$ cat src/rtl/fb_writer.sv
`default_nettype none
// ============================================================================
//  Module   : fb_writer
//  Purpose  : Packs an 8-bit pixel stream into 32-bit words and writes one
//             frame of NUM_PIXELS/4 words into frame RAM, starting at
//             BASE_ADDR. The first pixel of each word lands in bits [7:0].
//  Revision : 1.0  initial release
// ============================================================================
module fb_writer #(
  parameter int unsigned ADDR_W     = 17,
  parameter int unsigned NUM_PIXELS = 65536,
  parameter int unsigned BASE_ADDR  = 0
) (
  input  logic              clk,
  input  logic              reset,      // synchronous, active-low
  input  logic              start,
  input  logic              pix_valid,
  input  logic [7:0]        pix_data,
  output logic              pix_ready,
  output logic [ADDR_W-1:0] wraddress,
  output logic [31:0]       data,
  output logic              wren,
  output logic              busy,
  output logic              done,
  output logic              err_drop
);

  localparam int unsigned c_num_words = NUM_PIXELS / 4;
  localparam int unsigned c_idx_w     = (c_num_words > 1) ? $clog2(c_num_words) : 1;
  localparam logic [c_idx_w-1:0] c_last_idx = c_idx_w'(c_num_words - 1);
  localparam logic [ADDR_W-1:0]  c_base     = ADDR_W'(BASE_ADDR);

  typedef enum logic [1:0] {
    S_IDLE  = 2'd0,
    S_FILL  = 2'd1,
    S_WRITE = 2'd2,
    S_DONE  = 2'd3
  } state_t;

  state_t               state_q, state_d;
  logic [1:0]           k_q, k_d;          // byte lane of the next pixel
  logic [c_idx_w-1:0]   idx_q, idx_d;      // word index within the frame
  logic [23:0]          lanes_q, lanes_d;  // first three bytes of the word being built
  logic [ADDR_W-1:0]    wraddr_q, wraddr_d;
  logic [31:0]          data_q, data_d;
  logic                 err_q, err_d;

  assign wraddress = wraddr_q;
  assign data      = data_q;
  assign err_drop  = err_q;

  // Next-state and Moore outputs. The RAM address/data registers are loaded on
  // the fourth handshake so they are valid during WRITE and then simply hold.
  always_comb begin
    state_d   = state_q;
    k_d       = k_q;
    idx_d     = idx_q;
    lanes_d   = lanes_q;
    wraddr_d  = wraddr_q;
    data_d    = data_q;
    err_d     = err_q;
    pix_ready = 1'b0;
    wren      = 1'b0;
    busy      = 1'b1;
    done      = 1'b0;

    case (state_q)
      S_IDLE: begin
        busy = 1'b0;
        if (start) begin
          // A byte offered alongside start is not taken: pix_ready is low here.
          state_d = S_FILL;
          k_d     = 2'd0;
          idx_d   = '0;
        end else if (pix_valid) begin
          err_d = 1'b1;
        end
      end

      S_FILL: begin
        pix_ready = 1'b1;
        if (pix_valid) begin
          k_d = k_q + 2'd1;
          case (k_q)
            2'd0: lanes_d[7:0]   = pix_data;
            2'd1: lanes_d[15:8]  = pix_data;
            2'd2: lanes_d[23:16] = pix_data;
            default: begin
              data_d   = {pix_data, lanes_q};
              wraddr_d = c_base + ADDR_W'(idx_q);
              state_d  = S_WRITE;
            end
          endcase
        end
      end

      S_WRITE: begin
        wren = 1'b1;
        if (idx_q == c_last_idx) begin
          // Index saturates at the last word; the frame never writes past it.
          state_d = S_DONE;
        end else begin
          idx_d   = idx_q + c_idx_w'(1);
          k_d     = 2'd0;
          state_d = S_FILL;
        end
      end

      S_DONE: begin
        done    = 1'b1;
        state_d = S_IDLE;
      end

      default: state_d = S_IDLE;
    endcase
  end

  // State and datapath registers; reset drops any partially built word.
  always_ff @(posedge clk) begin
    if (!reset) begin
      state_q  <= S_IDLE;
      k_q      <= 2'd0;
      idx_q    <= '0;
      lanes_q  <= '0;
      wraddr_q <= c_base;
      data_q   <= '0;
      err_q    <= 1'b0;
    end else begin
      state_q  <= state_d;
      k_q      <= k_d;
      idx_q    <= idx_d;
      lanes_q  <= lanes_d;
      wraddr_q <= wraddr_d;
      data_q   <= data_d;
      err_q    <= err_d;
    end
  end

endmodule
`default_nettype wire
$ cat config.mk
export PLATFORM = sky130hd
export DESIGN_NAME = fb_writer
export DESIGN_NICKNAME = d
export VERILOG_FILES = /design/src/rtl/fb_writer.sv
export SDC_FILE = /design/constraint.sdc
export NUM_CORES = 1
export LEC_CHECK = 0
export ABC_AREA = 1
export CORE_UTILIZATION = 56
export DETAILED_ROUTE_END_ITERATION = 12
export PLACE_DENSITY = 0.84
export SETUP_SLACK_MARGIN = 0.2
export SYNTH_ARGS = -nofsm -noshare
export SYNTH_HDL_FRONTEND = slang
export SYNTH_SLANG_ARGS = --single-unit
$ cat constraint.sdc
create_clock -name clk -period 2.9 [get_ports clk]
set_clock_uncertainty 0.2 [all_clocks]
set_input_delay 0.58 -clock clk [delete_from_list [all_inputs] [get_ports clk]]
set_output_delay 0.58 -clock clk [all_outputs]
set_load 0.05 [all_outputs]
==> impl_metrics.env, run 1 <==
export IMPL_outcome="complete, no violations"
export IMPL_cts_htree_levels=3
export IMPL_routed_wl_um=8060
export IMPL_gp_congestion=0.8649
export IMPL_maxUsedRoutingLayer="met4"
export IMPL_hold_path_class="flip-flop to flip-flop"
export IMPL_hold_viol=0
export IMPL_yosys_warnings=0
export IMPL_wl_met2_um=3952
export IMPL_antenna_found_initial=0
export IMPL_layout_drive_gt1_share_pct=6.754
export IMPL_first_pass_iters=4
export IMPL_die_w_um=81.91
export IMPL_cts_sinks=89
export IMPL_gr_total_overflow=0
export IMPL_synth_area_top_cells="dfxtp_1 50%, o21ai_0 10%, a21oi_1 9.8%"
export IMPL_max_freq_mhz=386.3
export IMPL_grt_pass1_vias=2959
export IMPL_dr_first_iter_drc_count=209
export IMPL_initial_core_util_pct=59.34
export IMPL_ys_dominant_reg_cell="dfxtp_1"
export IMPL_cts_tree="yes"
export IMPL_end_kind="output pin"
export IMPL_area_delta_synth_final_pct=22.88
export IMPL_clk_latency_ns=0.36
export IMPL_postCtsSetupBuffers=0
export IMPL_grt_usage_pct=26.66
export IMPL_max_cap_violations=0
export IMPL_arrival_ns=1.81
export IMPL_final_cells=608
export IMPL_clk_pin_slew_worst_paths_ns=0.08
export IMPL_num_vias=3258
export IMPL_yosysMostFrequentCell="dfxtp_1"
export IMPL_path_class="flip-flop to output pin"
export IMPL_placed_area_mm2=0.004213
export IMPL_grt_max_degree=61
export IMPL_slew_viol_final=0
export IMPL_drc=0
export IMPL_grt_pass1_wl_um=13460
export IMPL_synth_top_cells_by_count="89 x dfxtp_1, 72 x o21ai_0, 70 x a21oi_1"
export IMPL_p_leak_nw=1.714
export IMPL_route_met3_wl_um=492
export IMPL_async_flop_share_pct=0
export IMPL_port_buffers=62
export IMPL_crit_fanout=4
export IMPL_io_pins=66
export IMPL_synth_edf_count=0
export IMPL_synthDistinctLibCells=23
export IMPL_fin_crit_sh_pct=89.26
export IMPL_drt_antenna_violating_nets=0
export IMPL_synthCells=474
export IMPL_ys_ff_latch=89
export IMPL_die_h_um=81.91
export IMPL_rsz0062_at_grt="false"
export IMPL_m1WireLength_um=3503
export IMPL_period_needed_ns=2.589
export IMPL_routed_via_density=5.359
export IMPL_power_mw=2.384
export IMPL_synth_top_cell_area_share_pct=49.83
export IMPL_synth_area_mm2=0.003576
export IMPL_diodes=0
export IMPL_dp_cells=592
export IMPL_start_kind="flip-flop"
export IMPL_nNetsFinal=545
export IMPL_nFillCells=477
export IMPL_tns_ns=0
export IMPL_hpwl_um=5389
export IMPL_power_density_mw_per_mm2=542.4
export IMPL_yosysSeqAreaShare_pct=49.83
export IMPL_final_area_mm2=0.004394
export IMPL_synth_largest_area_cell="dfxtp_1"
export IMPL_cts_max_path_buffers=2
export IMPL_cts_resized=0
export IMPL_core_area_mm2=0.006026
export IMPL_rows=28
export IMPL_ir_drop_mv=0.3746
export IMPL_cts_buffers_inserted=9
export IMPL_root_buffer="clkbuf_8"
export IMPL_syn_area_per_cell_um2=7.544
export IMPL_drt_wirelength_per_cell_um=13.26
export IMPL_cp_data_required_time_ns=2.12
export IMPL_die_area_mm2=0.006709
export IMPL_setup_viol=0
export IMPL_hold_buffers=0
export IMPL_worst_pin_slew_ns=0.5398
export IMPL_max_slew_margin_rel_pct=63.88
## worst paths after layout
kind,start,endpoint,slack [ns],cells after the start
setup / recovery,state_q[0]$_SDFFE_PN0P_,pix_ready,0.31,3
hold / removal,lanes_q[16]$_SDFFE_PN0P_,data[16]$_SDFFE_PN0P_,0.26,2
setup reg to reg,idx_q[1]$_SDFFE_PN0P_,idx_q[1]$_SDFFE_PN0P_,0.82,8
hold reg to reg,lanes_q[16]$_SDFFE_PN0P_,data[16]$_SDFFE_PN0P_,0.26,2
## placed cells by master (no fill, tap or decap), types with 3 or more instances in the layout
master / n
dfxtp_1: 89
clkbuf_8: 10
inv_2: 4
nand3_1: 24
buf_4: 5
a21oi_1: 70
ha_1: 5
conb_1: 3
clkdlybuf4s50_1: 60
nand4_1: 4
nand2_1: 59
nor2_1: 53
clkinv_2: 3
nand2_2: 4
inv_1: 51
o21ai_0: 72
## worst max-delay path, cell delays in order, from the launching register on
cell             delay, ns
dfxtp_1               0.40
nand2_2               0.11
inv_1                 0.12
clkdlybuf4s50_1       0.81
## final cells by class
cell class              instances  area (um^2)  area share, %
repair buffers                 68        675.6          15.38
flip-flops and latches         89         1782          40.55
clock buffers                  10        137.6          3.132
well taps                      75        93.84          2.136
multi-input cells             304         1454          33.09
clock inverters                 6        41.29         0.9396
inverters                      56        210.2          4.784
## state kept, by name (all words and copies together), names as in the netlist
name / cells
data: 32
lanes_q: 24
idx_q: 14
wraddress: 14
k_q: 2
state_q: 2
err_drop: 1
## cell families (layout without fill, tap and decap cells)
family          after synthesis  count (layout)  share of synthesized area [%]
compound gates              145             145                          20.50
fa+ha+maj                     5               5                          1.749
buf+inv                      83             140                          9.727
flops                        89              89                          49.83
other cells                   1               3                         0.1049
simple gates                151             151                          18.09
## power by group
group | switching (mW) | internal [mW] | total, mW
combinational | 0.211 | 0.100 | 0.312
clock | 0.446 | 0.338 | 0.784
sequential | 0.0251 | 1.26 | 1.29
## per-stage QoR
step / hold WS (ns) / setup slack [ns] / utilization (%)
final: 0.2564 / 0.3114 / 72.92
after global placement: 0.2377 / 0.6019 / 69.91
after detailed placement: 0.2426 / 0.5140 / 69.91
after global routing: 0.2767 / 0.2453 / 72.92
after floorplan: 0.2291 / 1.185 / -
after CTS: 0.2559 / 0.2420 / 72.88
## routing by layer
metal	global-route usage, %	vias to the layer above
li1	-	1645
met1	32.09	1496
met2	44.79	107
met3	6.889	10
met4	11.23	0
met5	0	-
(Power assumes the default switching activity.)
==> inputs of run 2 (changes only) <==
--- a/config.mk
+++ b/config.mk
@@ -9,5 +9,6 @@
 export CORE_UTILIZATION = 56
+export CTS_CLUSTER_SIZE = 10
 export DETAILED_ROUTE_END_ITERATION = 12
 export PLACE_DENSITY = 0.84
-export SETUP_SLACK_MARGIN = 0.2
+export SETUP_SLACK_MARGIN = 0.1
 export SYNTH_ARGS = -nofsm -noshare
==> constraint.sdc (replaced) <==
create_clock -name clk -period 2.9 [get_ports clk]
set_clock_uncertainty 0.2 [all_clocks]
set_input_delay 0.87 -clock clk [delete_from_list [all_inputs] [get_ports clk]]
set_output_delay 0.87 -clock clk [all_outputs]
set_load 0.05 [all_outputs]
==> run 2 against run 1 <==
Against the previous run:
- non-clock buffer count stayed put
- combinational power is 1% lower
- final cell count stayed put
- maximum frequency is 1.2% lower
- clock-buffer cell count stayed put
- clock power is 19% higher
- worst hold slack better by 0.00077 ns
- total power is 6.1% higher
- largest power group unchanged
- highest routed layer unchanged
==> impl_metrics.env, run 2 (synthesis results as in run 1) <==
export IMPL_p_leak_nw=1.733
export IMPL_routed_via_density=5.317
export IMPL_min_from="lanes_q[16]$_SDFFE_PN0P_"
export IMPL_root_buffer="clkbuf_8"
export IMPL_r2r_start="idx_q[1]$_SDFFE_PN0P_"
export IMPL_cts_tree="yes"
export IMPL_num_vias=3233
export IMPL_end_kind="output pin"
export IMPL_rsz0062_at_grt="false"
export IMPL_hold_viol=0
export IMPL_power_mw=2.529
export IMPL_worst_pin_slew_ns=0.5413
export IMPL_layout_commonest_cell="dfxtp_1"
export IMPL_min_path_cells=2
export IMPL_mostFrequentLayoutCells="89 x dfxtp_1, 72 x o21ai_0, 70 x a21oi_1"
export IMPL_die_h_um=81.91
export IMPL_gp_congestion=0.8742
export IMPL_worst_r2r_setup_slack_ns=0.79
export IMPL_die_area_mm2=0.006709
export IMPL_clk_pin_slew_worst_paths_ns=0.09
export IMPL_area_delta_synth_final_pct=23.83
export IMPL_hold_buffers=0
export IMPL_max_slew_margin_rel_pct=63.78
export IMPL_gr_usage_met1_pct=31.47
export IMPL_hpwl_um=5379
export IMPL_hold_path_class="flip-flop to flip-flop"
export IMPL_setup_viol=0
export IMPL_fin_crit_sh_pct=90.32
export IMPL_dr_first_iter_drc_count=266
export IMPL_start_kind="flip-flop"
export IMPL_max_freq_mhz=381.8
export IMPL_arrival_ns=1.55
export IMPL_cts_buffers_inserted=9
export IMPL_nFillCells=470
export IMPL_antenna_found_initial=0
export IMPL_placed_area_mm2=0.004210
export IMPL_clk_latency_ns=0.35
export IMPL_cts_htree_levels=3
export IMPL_gr_total_overflow=0
export IMPL_nNetsFinal=545
export IMPL_use_met2_pct=42.48
export IMPL_power_density_mw_per_mm2=571.1
export IMPL_port_buffers=62
export IMPL_r2r_end="idx_q[1]$_SDFFE_PN0P_"
export IMPL_slew_viol_final=0
export IMPL_drt_wirelength_per_cell_um=13.27
export IMPL_grt_max_degree=70
export IMPL_max_cap_violations=0
export IMPL_crit_fanout=4
export IMPL_initial_core_util_pct=59.34
export IMPL_grt_pass1_vias=2875
export IMPL_outcome="complete, no violations"
export IMPL_drc=0
export IMPL_cp_data_required_time_ns=1.83
export IMPL_layout_drive_gt1_share_pct=6.754
export IMPL_first_pass_iters=5
export IMPL_diodes=0
export IMPL_cts_sinks=89
export IMPL_multi_input_area_mm2=0.001454
export IMPL_ff_latch_area_mm2=0.001782
export IMPL_largest_reg_flops=32
export IMPL_grt_usage_pct=25.65
export IMPL_drt_antenna_violating_nets=0
export IMPL_die_w_um=81.91
export IMPL_grt_busiest_layer="met2"
export IMPL_final_area_mm2=0.004428
export IMPL_grt_pass1_wl_um=12970
export IMPL_path_class="flip-flop to output pin"
export IMPL_period_needed_ns=2.619
export IMPL_core_area_mm2=0.006026
export IMPL_met3_usage_pct=6.778
export IMPL_min_to="data[16]$_SDFFE_PN0P_"
export IMPL_reg2reg_depth=8
export IMPL_cts_max_path_buffers=2
export IMPL_rows=28
export IMPL_routed_wl_um=8071
export IMPL_ir_drop_mv=0.3810
export IMPL_tns_ns=0
export IMPL_io_pins=66
run 2: changes by cell type in the layout (fill, tap and decap cells not counted), sizes merged:
cell	previous run	this run
dlygate4sd2	0	2
bufinv	0	2
clkinv	5	2
clkdlybuf4s50	60	57
clkinvlp	0	1
buf	7	8
run 2: cell type report:
cell class	count	share of cell area, %
multi-input combinational	304	32.83
sequential	89	40.24
tap	75	2.119
clock inverter	6	2.034
inverter	56	4.747
clock buffer	10	2.882
timing repair buffer	68	15.15
run 2: worst max-delay path, stage by stage, from the launching register on:
cell,delay (ns)
dfxtp_1,0.40
nand2_2,0.11
inv_1,0.13
dlygate4sd2_1,0.55
run 2: metrics by stage:
stage	hold slack (ns)	setup slack (ns)	instances	util, %
finish	0.2571	0.2806	608	73.48
global route	0.2694	0.2158	608	73.48
CTS	0.2573	0.1026	608	73.44
detailed placement	0.2447	0.2081	592	69.87
global placement	0.2393	0.3150	592	69.87
floorplan	0.2291	0.8952	476	-
run 2: worst max path at each step:
stage / from / to / slack, ns
after detailed placement: pix_valid / data[11]$_SDFFE_PN0P_ / 0.21
final: state_q[0]$_SDFFE_PN0P_ / pix_ready / 0.28
after CTS: state_q[0]$_SDFFE_PN0P_ / done / 0.10
after floorplan: state_q[0]$_SDFFE_PN0P_ / wren / 0.90
after global routing: state_q[0]$_SDFFE_PN0P_ / pix_ready / 0.22
after global placement: pix_valid / data[21]$_SDFFE_PN0P_ / 0.31
run 2: where the power goes:
part | internal, mW | switching, mW | total [mW]
combinational | 0.0961 | 0.212 | 0.308
clock | 0.490 | 0.443 | 0.933
sequential | 1.26 | 0.0245 | 1.29
total | 1.85 | 0.679 | 2.53
run 2: repair_timing:
| action | CTS | global route |
|---|---|---|
| gates resized for setup | 2 | 1 |
| setup buffers | 0 | 0 |
| endpoints found under the setup margin | 2 | 1 |
run 2: routing by layer:
metal | share of wire [%] | vias up
li1 | - | 1644
met1 | 44 | 1473
met2 | 49 | 101
met3 | 5.0 | 15
met4 | 1.8 | 0
met5 | 0 | -
==> patch, RTL diff (flow settings as in run 1) <==
Register the output `err_drop` once more, cleared by the reset; this adds one clock of latency there. The other outputs are not delayed to match.
--- a/src/rtl/fb_writer.sv
+++ b/src/rtl/fb_writer.sv
@@ -47,7 +47,13 @@
 
   assign wraddress = wraddr_q;
   assign data      = data_q;
-  assign err_drop  = err_q;
+  always_ff @(posedge clk) begin
+    if (!reset) begin
+      err_drop <= '0;
+    end else begin
+      err_drop <= err_q;
+    end
+  end
 
   // Next-state and Moore outputs. The RAM address/data registers are loaded on
   // the fourth handshake so they are valid during WRITE and then simply hold.
Check against the original RTL: not equivalent (Yosys sat finds a counterexample within 4 cycles, from zero or initial values and one cycle with reset low).
==> patch against run 1 <==
Area after synthesis rose by 1.9%. Core utilization fell by 2.4 points. Routed wire length rose by 2.4%. Sequential cell count rose by 1. Setup slack got worse by 0.013 ns. Power rose by 4.2%. Design area rose by 1.3%. Largest power group unchanged.
==> patch: results (changes against run 1) <==
metric	value	unit	change
num_vias	3247		-0.34%
drive_gt1_frac	0.0694		+0.00188
place_congestion	0.894		+3.4%
rr_endpoint	idx_q[0]$_SDFFE_PN0P_		
drt-initial-drc-count	241		+15%
routed_wl	8250	um	+2.4%
post_synth_fa_ha_maj_area_fraction	0.0172		-0.000319
postCtsSetupBuffers	0		unchanged
met1_length	3640	um	+3.9%
cp_top_family	buffers and inverters		
synth.area.top_cells	dfxtp_1 49%, o21ai_0 9.9%, a21oi_1 9.5%		
yosysSeqAreaShare	0.495		-0.00358
synth_compound_area_frac	0.202		-0.00305
track_usage	0.255		-0.0112
place_hpwl	5480	um	+1.7%
grt_pass1_vias	2860		-3.3%
nNetsFinal	546		+0.18%
grt_pass1_wl	12900	um	-4.0%
cellLeakagePower	1.73	nW	+0.89%
use_met3	0.0681		-0.000757
holdPathEnd	err_drop$_SDFF_PN0_		
wl_met3	467	um	-5.1%
synth_common_cells	90 x dfxtp_1, 72 x o21ai_0, 69 x a21oi_1		
dr.pass1.iters	5		+1
run_status	finished, final reports clean		
grt_use_met1	0.315		-0.00554
worst_hold_slack	0.239	ns	-0.0172 ns
==> patch: worst max path at each step <==
stage               slack [ns]  depth (start not counted)                         to               startpoint
finish                    0.30                          4                       wren  state_q[0]$_SDFFE_PN0P_
floorplan                 1.20                          4                       wren  state_q[0]$_SDFFE_PN0P_
CTS                       0.27                          3                  pix_ready  state_q[0]$_SDFFE_PN0P_
global placement          0.60                          8  wraddress[6]$_SDFFE_PN0P_                pix_valid
global route              0.20                          4                       wren  state_q[0]$_SDFFE_PN0P_
detailed placement        0.54                          8  wraddress[3]$_SDFFE_PN0P_                pix_valid
==> patch: through the flow <==
stage | instance area (um^2) | total power, mW | instances | worst slack, ns | utilization
final | 4450 | 2.48 | 610 | 0.298 | 0.705
after global routing | 4450 | 2.60 | 610 | 0.203 | 0.705
after CTS | 4450 | 2.49 | 610 | 0.268 | 0.705
after detailed placement | 4250 | 1.64 | 595 | 0.544 | 0.673
after global placement | 4250 | 1.63 | 595 | 0.602 | 0.673
after floorplan | 3650 | 1.55 | 478 | 1.20 | -
==> patch: cell families (layout without fill, tap and decap cells) <==
| group | after synthesis | in the layout |
|---|---|---|
| AND/OR/NAND/NOR | 151 | 151 |
| buffers and inverters | 84 | 139 |
| flip-flops | 90 | 90 |
| AO/OA/AOI/OAI | 145 | 145 |
| other | 1 | 3 |
| adder cells (fa/ha/maj) | 5 | 5 |
==> patch: final cells by class <==
type | instances | area, um^2
flip-flops and latches | 90 | 1800
repair buffers | 67 | 668
inverters | 57 | 215
multi-input cells | 304 | 1470
well taps | 77 | 96.3
fillers | 519 | 1860
clock inverters | 4 | 51.3
clock buffers | 11 | 151
==> patch: where the power goes <==
group,switching (mW),leakage [nW],internal (mW)
combinational,0.213,0.900,0.0991
sequential,0.0256,0.728,1.28
clock,0.428,0.101,0.441
total,0.667,1.73,1.82
